[src/rtl/message_receiver_pkg.sv]
// message_receiver_pkg: shared state encoding and default widths for the message path
package message_receiver_pkg;
  typedef enum logic [1:0] {IDLE = 2'd0, ADDR = 2'd1, DATA = 2'd2, HOLD = 2'd3} state_e;
  localparam int MSG_W_DEF = 16;
  localparam int ADDR_W_DEF = 2;
  function automatic int cnt_width(input int msg_w, input int addr_w);
    int m;
    m = msg_w > addr_w ? msg_w : addr_w;
    return m > 1 ? $clog2(m) : 1;
  endfunction
endpackage

[src/rtl/message_receiver_bit_counter.sv]
// message_receiver_bit_counter: clearable up-counter flagging a programmable terminal value
module message_receiver_bit_counter #(
  parameter int W = 4
) (
  input  logic         clk,
  input  logic         rst,
  input  logic         clr_i,
  input  logic         en_i,
  input  logic [W-1:0] term_i,
  output logic         tc_o
);
  logic [W-1:0] cnt_q;
  always_ff @(posedge clk or posedge rst)
    if (rst) cnt_q <= '0;
    else if (clr_i) cnt_q <= '0;
    else if (en_i) cnt_q <= cnt_q + 1'b1;
  assign tc_o = cnt_q == term_i;
endmodule

[src/rtl/message_receiver.sv]
// message_receiver: deserialises start/address/payload frames and presents matching payloads
// through a valid/ready handshake, pulsing drop for frames addressed elsewhere.
module message_receiver
  import message_receiver_pkg::*;
#(
  parameter int                MSG_W   = MSG_W_DEF,
  parameter int                ADDR_W  = ADDR_W_DEF,
  parameter logic [ADDR_W-1:0] MY_ADDR = 2'b01
) (
  input  logic             clk,
  input  logic             rst,
  input  logic             bit_en_i,
  input  logic             sin_i,
  input  logic             msg_ready_i,
  output logic [MSG_W-1:0] msg_data_o,
  output logic             msg_valid_o,
  output logic             busy_o,
  output logic             drop_o
);
  localparam int CW = cnt_width(MSG_W, ADDR_W);
  state_e              state_q, state_d;
  logic [ADDR_W-1:0]   addr_q;
  logic [MSG_W-1:0]    data_q;
  logic                drop_q, drop_d;
  logic                cnt_clr, cnt_en, tc;
  logic [CW-1:0]       term;
  assign term = state_q == ADDR ? CW'(ADDR_W - 1) : CW'(MSG_W - 1);
  message_receiver_bit_counter #(.W(CW)) u_cnt (
    .clk    (clk),
    .rst    (rst),
    .clr_i  (cnt_clr),
    .en_i   (cnt_en),
    .term_i (term),
    .tc_o   (tc)
  );
  always_comb begin
    state_d = state_q;
    cnt_clr = 1'b0;
    cnt_en  = 1'b0;
    drop_d  = 1'b0;
    case (state_q)
      IDLE: if (bit_en_i && !sin_i) begin
        state_d = ADDR;
        cnt_clr = 1'b1;
      end
      ADDR: if (bit_en_i) begin
        cnt_en = 1'b1;
        if (tc) begin
          state_d = DATA;
          cnt_clr = 1'b1;
        end
      end
      DATA: if (bit_en_i) begin
        cnt_en = 1'b1;
        if (tc) begin
          cnt_clr = 1'b1;
          state_d = addr_q == MY_ADDR ? HOLD : IDLE;
          drop_d  = addr_q != MY_ADDR;
        end
      end
      HOLD: if (msg_ready_i) state_d = IDLE;
      default: state_d = IDLE;
    endcase
  end
  // Shift registers move only on accepted strobes, so HOLD keeps the payload frozen.
  always_ff @(posedge clk or posedge rst)
    if (rst) begin
      state_q <= IDLE;
      addr_q  <= '0;
      data_q  <= '0;
      drop_q  <= 1'b0;
    end else begin
      state_q <= state_d;
      drop_q  <= drop_d;
      if (state_q == ADDR && bit_en_i) addr_q <= ADDR_W'({addr_q, sin_i});
      if (state_q == DATA && bit_en_i) data_q <= MSG_W'({data_q, sin_i});
    end
  assign msg_data_o  = data_q;
  assign msg_valid_o = state_q == HOLD;
  assign busy_o      = state_q != IDLE;
  assign drop_o      = drop_q;
endmodule

[config.mk]
export PLATFORM = sky130hd
export DESIGN_NAME = message_receiver
export DESIGN_NICKNAME = d
export VERILOG_FILES = /design/src/rtl/message_receiver_pkg.sv /design/src/rtl/message_receiver_bit_counter.sv /design/src/rtl/message_receiver.sv
export SDC_FILE = /design/constraint.sdc
export NUM_CORES = 1
export LEC_CHECK = 0
export CAP_MARGIN = 20
export CORE_MARGIN = 4
export CORE_UTILIZATION = 40
export DETAILED_ROUTE_END_ITERATION = 6
export PLACE_DENSITY = 0.7
export SETUP_SLACK_MARGIN = 0.1
export SYNTH_ARGS = -nofsm -noshare
export SYNTH_HDL_FRONTEND = slang
export SYNTH_SLANG_ARGS = --single-unit
[constraint.sdc]
create_clock -name clk -period 1.8 [get_ports clk]
set_input_delay 0.18 -clock clk [delete_from_list [all_inputs] [get_ports clk]]
set_output_delay 0.18 -clock clk [all_outputs]
set_load 0.03 [all_outputs]
# Word level (Yosys, flattened, before mapping)
# Index checks and enable logic that the tools add are counted.
# Widths: inputs -> output; s select.
# classes
addsub,1
eq_ne,12
muxes,20
reduce_logical,9
# ops
cell,count
$mux 2,7
$mux 4,3
$ne 2x2->1 const B,6
$mux 1,8
$pmux 2 s4,1
$reduce_and 6->1,1
$add 4x1->4 const B,1
$eq 2x1->1 const B,2
$eq 2x2->1 const B,2
$eq 4x4->1,1
$reduce_bool 2->1,2
$logic_and 1x1->1,3
$logic_not 2->1,1
$ne 2x1->1 const B,1
$pmux 1 s2,1
$reduce_or 2->1,1
$logic_not 1->1,1
# word_totals
register_bits,25
inputBits,5
out_inout_bits,19
wordCells,47

# Depth between registers and ports, before layout
# Gate-level depths: netlist of run 1.
# depth
word_depth,7
ltp_mapped,6
mapped_depth_nobuf,6

# By module
# From an unflattened synthesis of run 1, not the netlist that was laid out.
# unflattened
cells_unflattened,92
area_unflattened_um2,1203.7
# modules_own_cells
mod,n_inst,cells_per_inst,area_each_um2,seq_area_each_um2
message_receiver,1,70,965.9,525.5
message_receiver_bit_counter,1,22,237.7,100.1

# Least setup slack after synthesis of run 1
# OpenSTA, ideal clock, no wires.
# synth_timing
path_kind,register to register
startpoint,register state_q[1]
endpoint,register state_q[1]
setup_ps,101
t_arrival_ps,1646
required_ps,1699
slack_ps,53
path_stages_with_launch,7
n_path_buf,0
synth_period_minus_slack_ps,1747
cell_sequence,dfrtp_1 inv_1 ha_1 or4b_4 a21oi_2 o21ai_2 o311ai_2
# synth_via
elab_chain_len,5
word_cells_on_any_way,14
classes_between,eq/ne (10); mux (2); reduce/logical (2)
# synth_rtl
element,line_no,rtl
from (decl),message_receiver.sv:21,"state_e state_q, state_d;"
from (signal assigned),message_receiver.sv:73,state_q <= state_d;
$eq 2x1->1,"message_receiver.sv:27, message_receiver.sv:41",
$mux 4,message_receiver.sv:27,assign term = state_q == ADDR ? CW'(ADDR_W - 1) : CW'(MSG_W - 1);
$eq 4x4->1,message_receiver_bit_counter.sv:17,assign tc_o = cnt_q == term_i;
$ne 2x2->1 (no source line),n/a,
$reduce_and 6->1 (no source line),n/a,
# Parallel ways exist; a longest one is shown, timed or not.
# A chain may end at the register's enable or synchronous reset.

# Final worst setup path of run 1
# Ends and elaborated chain as after synthesis.

==> metrics, run 1 <==
Sequential Area=627 sq um; Non-Filler Cell Area, Final=1560 sq um; Slew Viols, Final=0; multi-input logic area=557 sq um; Hold WC Path Type=in -> async; CP delay by family, top=simple AND/OR/NAND/NOR gates; Post-Syn Instances=94; max incr delay on CP=0.50 ns; Worst EP required=2.01 ns; initial antenna violation count=0; placed cell area=1500 sq um; Chip Height=62.9 microns; Achievable Freq=596 MHz; Worst Setup End Kind=register; final worst path period share=93.3%; Congestion Overflow GR=0; Async SR Flop Fraction=100%; diodes inserted=0; Crit Path Class=reg -> reg; clk buf depth=2; crit start category=register; mapped cell area=1200 sq um; CP Max Fanout=4; crit-path cells=inv_2, ha_4, or4b_4, a21oi_4, o21ai_2, o311ai_2; total vias in the final route=817; vias in the first global route=895; Final min period=1.68 ns; final setup TNS=0 ns; share of cells above drive strength 1=32.0%; DIE WIDTH=62.9 microns; critical path arrival=1.89 ns; max-cap check violation count=0; TritonCTS clock tree=yes; RSZ-0062 raised after global routing=yes; LEAKAGE=0.000735 uW; worst rel slew slack=78.7%; 1st-pass router iterations=3; starting density of the core=42.9%; pwr dens=1530 nW/um^2; Root Driver=clkbuf_4; endpoints failing hold=0; largest net degree at the start of global routing=26; Reg-to-Reg End=state_q[1]$_DFFE_PP0P_; Worst-path clk slew=0.13 ns; Layout area overhead=29.8%; Top FF cell, synth=dfrtp_1; Worst Reg-to-Reg Cells=6; endpoints failing setup=0; first-pass GRT wire length=3850 microns; Placer Congestion=0.769; # rows=19; WHS=0.190 ns; FILL cells=258; Core ar.=2810 sq um; Worst VDD drop=714 uV; DRC Markers=0; Nets=141; internal reg-to-reg setup slack=0.12 ns; Post-synth EDFFs=0; Clock Latency Late Sink=0.31 ns; run status=complete, no violations; Power, Total=2390 uW; Netlist cell types=29; clock skew=0.00768 ns; Post-Route WL=2070 microns; Avg Inst Size Synth=12.8 sq um; Worst Tran Pin Value=0.319 ns; Via density=5.14; worst reg2reg startpoint=state_q[1]$_DFFE_PP0P_; # IOs=24; clk sinks=25; antenna-violating nets left=0; register area share after synthesis=52.0%; register bit count reported by yosys=25; Final HPWL DP=1590 microns; clock buffer count from CTS=3; CP max stage cell=or4b_4; syn_nets=106; iteration-0 DRC count of the detailed router=6; GRT Overall Usage=12.1%; IO Port Bufs=23; drt wl/cell=13.0 microns; CTS HTree Levels=1; Critical path buffers and inverters=1; die footprint=3950 sq um; Yosys Warn Count=0
## logic make-up (layout without fill, tap and decap cells)
| kind of cell | count (synthesis) | after routing | synth area share (%) |
|---|---|---|---|
| multiplexers | 19 | 19 | 17.7 |
| flip-flops | 25 | 25 | 52.0 |
| buffers and inverters | 8 | 42 | 3.43 |
| AO/OA/AOI/OAI | 12 | 12 | 8.63 |
| adder cells (fa/ha/maj) | 7 | 7 | 7.28 |
| XOR/XNOR | 2 | 2 | 1.46 |
| AND/OR/NAND/NOR | 21 | 21 | 9.56 |
## per-layer routing
metal	track usage, %	vias up	routed length, microns
li1	-	400	-
met1	14.4	395	960
met2	20.2	18	987
met3	2.70	4	86
met4	6.61	0	38
met5	0	-	0
## worst register-to-register path: cells and delay by family (launching register included)
family          cells  cell delay [ns]
compound gates      3             0.45
fa+ha+maj           1             0.14
buf+inv             1             0.09
flops               1             0.41
simple gates        1             0.50
## synthesized netlist by cell type (2+ instances only)
cell | count | share of area (%)
a21oi_1 | 4 | 1.7
dfrtp_1 | 25 | 52
ha_1 | 7 | 7.3
inv_1 | 6 | 1.9
mux2_2 | 18 | 17
nand2_1 | 6 | 1.9
nand3_1 | 2 | 0.83
nor2_1 | 4 | 1.2
xor2_1 | 2 | 1.5
## how the worst max path moves through the flow
stage	slack (ns)	cells past startpoint	from	endpoint
floorplan	0.11	6	state_q[1]$_DFFE_PP0P_	state_q[1]$_DFFE_PP0P_
global placement	0.11	6	state_q[1]$_DFFE_PP0P_	state_q[1]$_DFFE_PP0P_
detailed placement	0.03	6	state_q[1]$_DFFE_PP0P_	state_q[1]$_DFFE_PP0P_
CTS	0.08	6	state_q[1]$_DFFE_PP0P_	state_q[1]$_DFFE_PP0P_
global route	0.04	6	state_q[1]$_DFFE_PP0P_	state_q[1]$_DFFE_PP0P_
finish	0.12	6	state_q[1]$_DFFE_PP0P_	state_q[1]$_DFFE_PP0P_
## state kept, by name, indices dropped and copies added, names as in the netlist
signal,flops
addr_q,2
drop_o,1
msg_data_o,16
state_q,2
u_cnt.cnt_q,4
## where the power goes
group | internal (uW) | switching (uW)
logic | 604 | 653
clock network | 86.5 | 151
registers | 743 | 156
## area by class of cell
| cell class | count | share of cell area, % |
|---|---|---|
| Multi-Input combinational cell | 61 | 35.6 |
| Clock buffer | 4 | 1.68 |
| Timing Repair Buffer | 32 | 18.7 |
| Inverter | 6 | 1.44 |
| Sequential cell | 25 | 40.1 |
| Tap cell | 31 | 2.48 |
## cells in the final DEF, fill, tap and decap left out, types with 2 or more instances in the layout
master / n
dfrtp_1: 24
clkdlybuf4s50_1: 21
mux2_2: 18
buf_4: 9
nand2_1: 6
ha_1: 6
inv_1: 5
a21oi_1: 4
nor2_1: 4
clkbuf_4: 3
nand3_1: 2
xor2_1: 2
## timing repair
item	4_1_cts	5_1_grt
gates resized for setup	5	3
hold buffers	0	0
pin swaps	1	1
endpoints found under the setup margin	8	6
buffers inserted	1	2
## through the flow
step           instances  worst slack (ns)  util, %
3_5_place_dp         152            0.0299     53.4
4_1_cts              157            0.0787     55.0
5_1_grt              159            0.0418     55.7
2_1_floorplan         94             0.105        -
3_3_place_gp         152             0.113     53.4
6_report             159             0.121     55.7
No activity file was read; power rests on OpenSTA's default activity.
==> run 2: changes to the inputs <==
--- a/config.mk
+++ b/config.mk
@@ -8,6 +8,7 @@
 export CAP_MARGIN = 20
 export CORE_MARGIN = 4
 export CORE_UTILIZATION = 40
+export CTS_CLUSTER_DIAMETER = 150
 export DETAILED_ROUTE_END_ITERATION = 6
 export PLACE_DENSITY = 0.7
 export SETUP_SLACK_MARGIN = 0.1
==> results of run 2 <==
Same layout as run 1: the final DEF is identical, and so are final timing and power.
==> run 3: changes to the inputs <==
--- a/config.mk
+++ b/config.mk
@@ -6,7 +6,6 @@
 export NUM_CORES = 1
 export LEC_CHECK = 0
 export CAP_MARGIN = 20
-export CORE_MARGIN = 4
 export CORE_UTILIZATION = 40
 export CTS_CLUSTER_DIAMETER = 150
 export DETAILED_ROUTE_END_ITERATION = 6
==> constraint.sdc (replaced) <==
create_clock -name clk -period 1.5 [get_ports clk]
set_input_delay 0.15 -clock clk [delete_from_list [all_inputs] [get_ports clk]]
set_output_delay 0.15 -clock clk [all_outputs]
set_load 0.03 [all_outputs]
==> run 3 against run 2 <==
  * The run now ends with DRC, setup timing left
  * Via count rose by 5.9%
  * Cell count rose by 5.0%
  * Total power rose by 33%
  * Global-route usage rose by 3.5 points
  * Core utilization rose by 3.7 points
  * Critical path depth did not move
  * Register-to-register slack got worse by 0.29 ns
  * Sequential cell count did not move
  * Non-clock buffer count rose by 8
  * Routed wire length rose by 13%
  * Largest cell class unchanged
==> metrics, run 3 (synthesis results as in run 1) <==
Sequential Power Share=33.0% (-4.6 points); Worst-path clk slew=0.14 ns (about the same); Crit Path Class=reg -> reg; starting density of the core=42.9% (unchanged); crit-path cells=inv_2, ha_4, or4b_4, a21oi_4, o21ai_2, o311ai_2; max incr delay on CP=0.50 ns (about the same); run status=complete, but fails checks; endpoints failing hold=0 (unchanged); # rows=19 (unchanged); total vias in the final route=865 (+5.9%); max-cap check violation count=0 (unchanged); Hold WC Path Type=in -> async; failing checks=DRC, setup timing; endpoints failing setup=6 (+6); clock buffer count from CTS=3 (unchanged); Clock power frac=9.1% (-0.8 points); DRC Markers=4 (+4); antenna-violating nets left=0 (unchanged); fin util=59.4% (+3.7 points); internal power=1880 uW (+31%); GRT Overall Usage=15.7% (+3.5 points); largest net degree at the start of global routing=26 (unchanged); diodes inserted=0 (unchanged); iteration-0 DRC count of the detailed router=20 (+14); LEAKAGE=0.000856 uW (+16%); Critical path buffers and inverters=1 (unchanged); Root Driver=clkbuf_4; Via density=5.18 (+0.80%); most frequent cells in the layout=dfrtp_1, mux2_2, dlygate4sd2_1; Congestion Overflow GR=0 (unchanged); Sw Pwr=1300 uW (+35%); Final HPWL DP=1680 microns (+5.3%); Worst Tran Pin Value=0.315 ns (-0.00353 ns); Clock Latency Late Sink=0.31 ns (about the same); crit start category=register; final worst path period share=111% (+18 points); Layout area overhead=38.5%; Worst Setup End Kind=register; Final min period=1.67 ns (-0.00999 ns); CP delay by family, top=simple AND/OR/NAND/NOR gates; IO Port Bufs=23 (unchanged); clk buf depth=2 (unchanged); Achievable Freq=599 MHz (+0.60%); clk sinks=25 (unchanged); Post-Route WL=2350 microns (+13%); # IOs=24 (unchanged); Power, Total=3180 uW (+33%); Slew Viols, Final=0 (unchanged); CP Max Fanout=3 (-1); Placer Congestion=0.851 (+11%); critical path arrival=1.89 ns (about the same); Worst EP required=1.72 ns (-0.29 ns); initial antenna violation count=0 (unchanged); worst rel slew slack=79.0% (+0.30 points); CTS HTree Levels=1 (unchanged); Nets=149 (+5.7%); fin worst setup slack=-0.169 ns (-0.290 ns); clock skew=0.00923 ns (+0.00155 ns); drt wl/cell=14.1 microns (+8.0%); Worst VDD drop=1150 uV (+61%); TritonCTS clock tree=yes; FILL cells=257 (-0.39%); 1st-pass router iterations=6 (+3); most common cell after layout, fill and taps aside=dfrtp_1; pwr dens=1910 nW/um^2 (+24%); hold buffers post-CTS=0 (unchanged); combinational share of power=57.9% (+5.4 points); first-pass GRT wire length=3910 microns (+1.4%); vias in the first global route=918 (+2.6%); max reg flops=16 (unchanged); share of cells above drive strength 1=44.1% (+12 points); Core ar.=2810 sq um (unchanged); CP max stage cell=or4b_4; RSZ-0062 raised after global routing=yes; Chip Height=56.9 microns (-9.5%); DIE WIDTH=56.9 microns (-9.5%); Switching Fraction=40.8% (+0.71 points); die footprint=3230 sq um (-18%)
==> run 3: area by class of cell <==
cell class | count | area (sq um) | area share (%)
sequential | 25 | 627 | 37.6
multi-input combinational | 61 | 602 | 36.1
inverter | 6 | 25.0 | 1.50
clock inverter | 1 | 5.00 | 0.300
tap | 31 | 38.8 | 2.33
timing repair buffer | 40 | 347 | 20.8
clock buffer | 3 | 22.5 | 1.35
==> run 3: through the flow <==
step | hold WS (ns) | setup TNS, ns | instances | setup WS (ns) | area [sq um]
after detailed placement | 0.498 | -0.616 | 162 | -0.151 | 1590
after CTS | 0.164 | -0.989 | 167 | -0.152 | 1630
after floorplan | 0.177 | -0.987 | 94 | -0.158 | 1220
final | 0.163 | -0.728 | 167 | -0.169 | 1670
after global routing | 0.171 | -1.14 | 167 | -0.273 | 1670
after global placement | 0.487 | -0.397 | 162 | -0.104 | 1590
==> run 3: per-layer routing <==
metal / wire length (microns) / global-route usage, % / part of all wire (%) / vias to the layer above
met5: 0 / 0 / 0 / -
met1: 1050 / 19.2 / 45 / 424
met3: 88 / 3.00 / 3.7 / 2
met2: 1190 / 26.5 / 51 / 23
li1: - / - / - / 416
met4: 19 / 7.32 / 0.81 / 0
==> run 3: final timing paths <==
kind	depth (start not counted)	startpoint	slack (ns)	to
setup / recovery	6	state_q[1]$_DFFE_PP0P_	-0.17	state_q[1]$_DFFE_PP0P_
hold / removal	3	rst	0.16	msg_data_o[6]$_DFFE_PP0P_
setup reg to reg	6	state_q[1]$_DFFE_PP0P_	-0.17	state_q[1]$_DFFE_PP0P_
hold reg to reg	1	addr_q[1]$_DFFE_PP0P_	0.52	addr_q[1]$_DFFE_PP0P_
max in group asynchronous	3	rst	1.07	state_q[0]$_DFFE_PP0P_
min in group clk	1	addr_q[1]$_DFFE_PP0P_	0.52	addr_q[1]$_DFFE_PP0P_
==> run 3: power by group through the flow <==
stage	registers (uW)	clock network [uW]	logic, uW
after floorplan	1270	0	814
after global placement	1050	0	1650
after detailed placement	1060	0	1700
after CTS	1040	308	1710
after global routing	1080	334	1970
final	1050	289	1840
==> run 3: worst reg2reg max path: cells and delay by family (launching register included) <==
kind | cells | cell delay [ns]
buffers and inverters | 1 | 0.08
and+or+nand+nor | 1 | 0.50
DFF | 1 | 0.41
AOI/OAI and AO/OA | 3 | 0.46
adders and majority gates | 1 | 0.13
==> run 3: what timing repair did <==
| item | in CTS | in global routing |
|---|---|---|
| resized for setup | 25 | 17 |
| pin swaps | 0 | 1 |
| setup endpoints to repair | 42 | 25 |
| setup buffers | 1 | 1 |
| gates cloned | 0 | 0 |
| hold endpoints to repair | 0 | 0 |
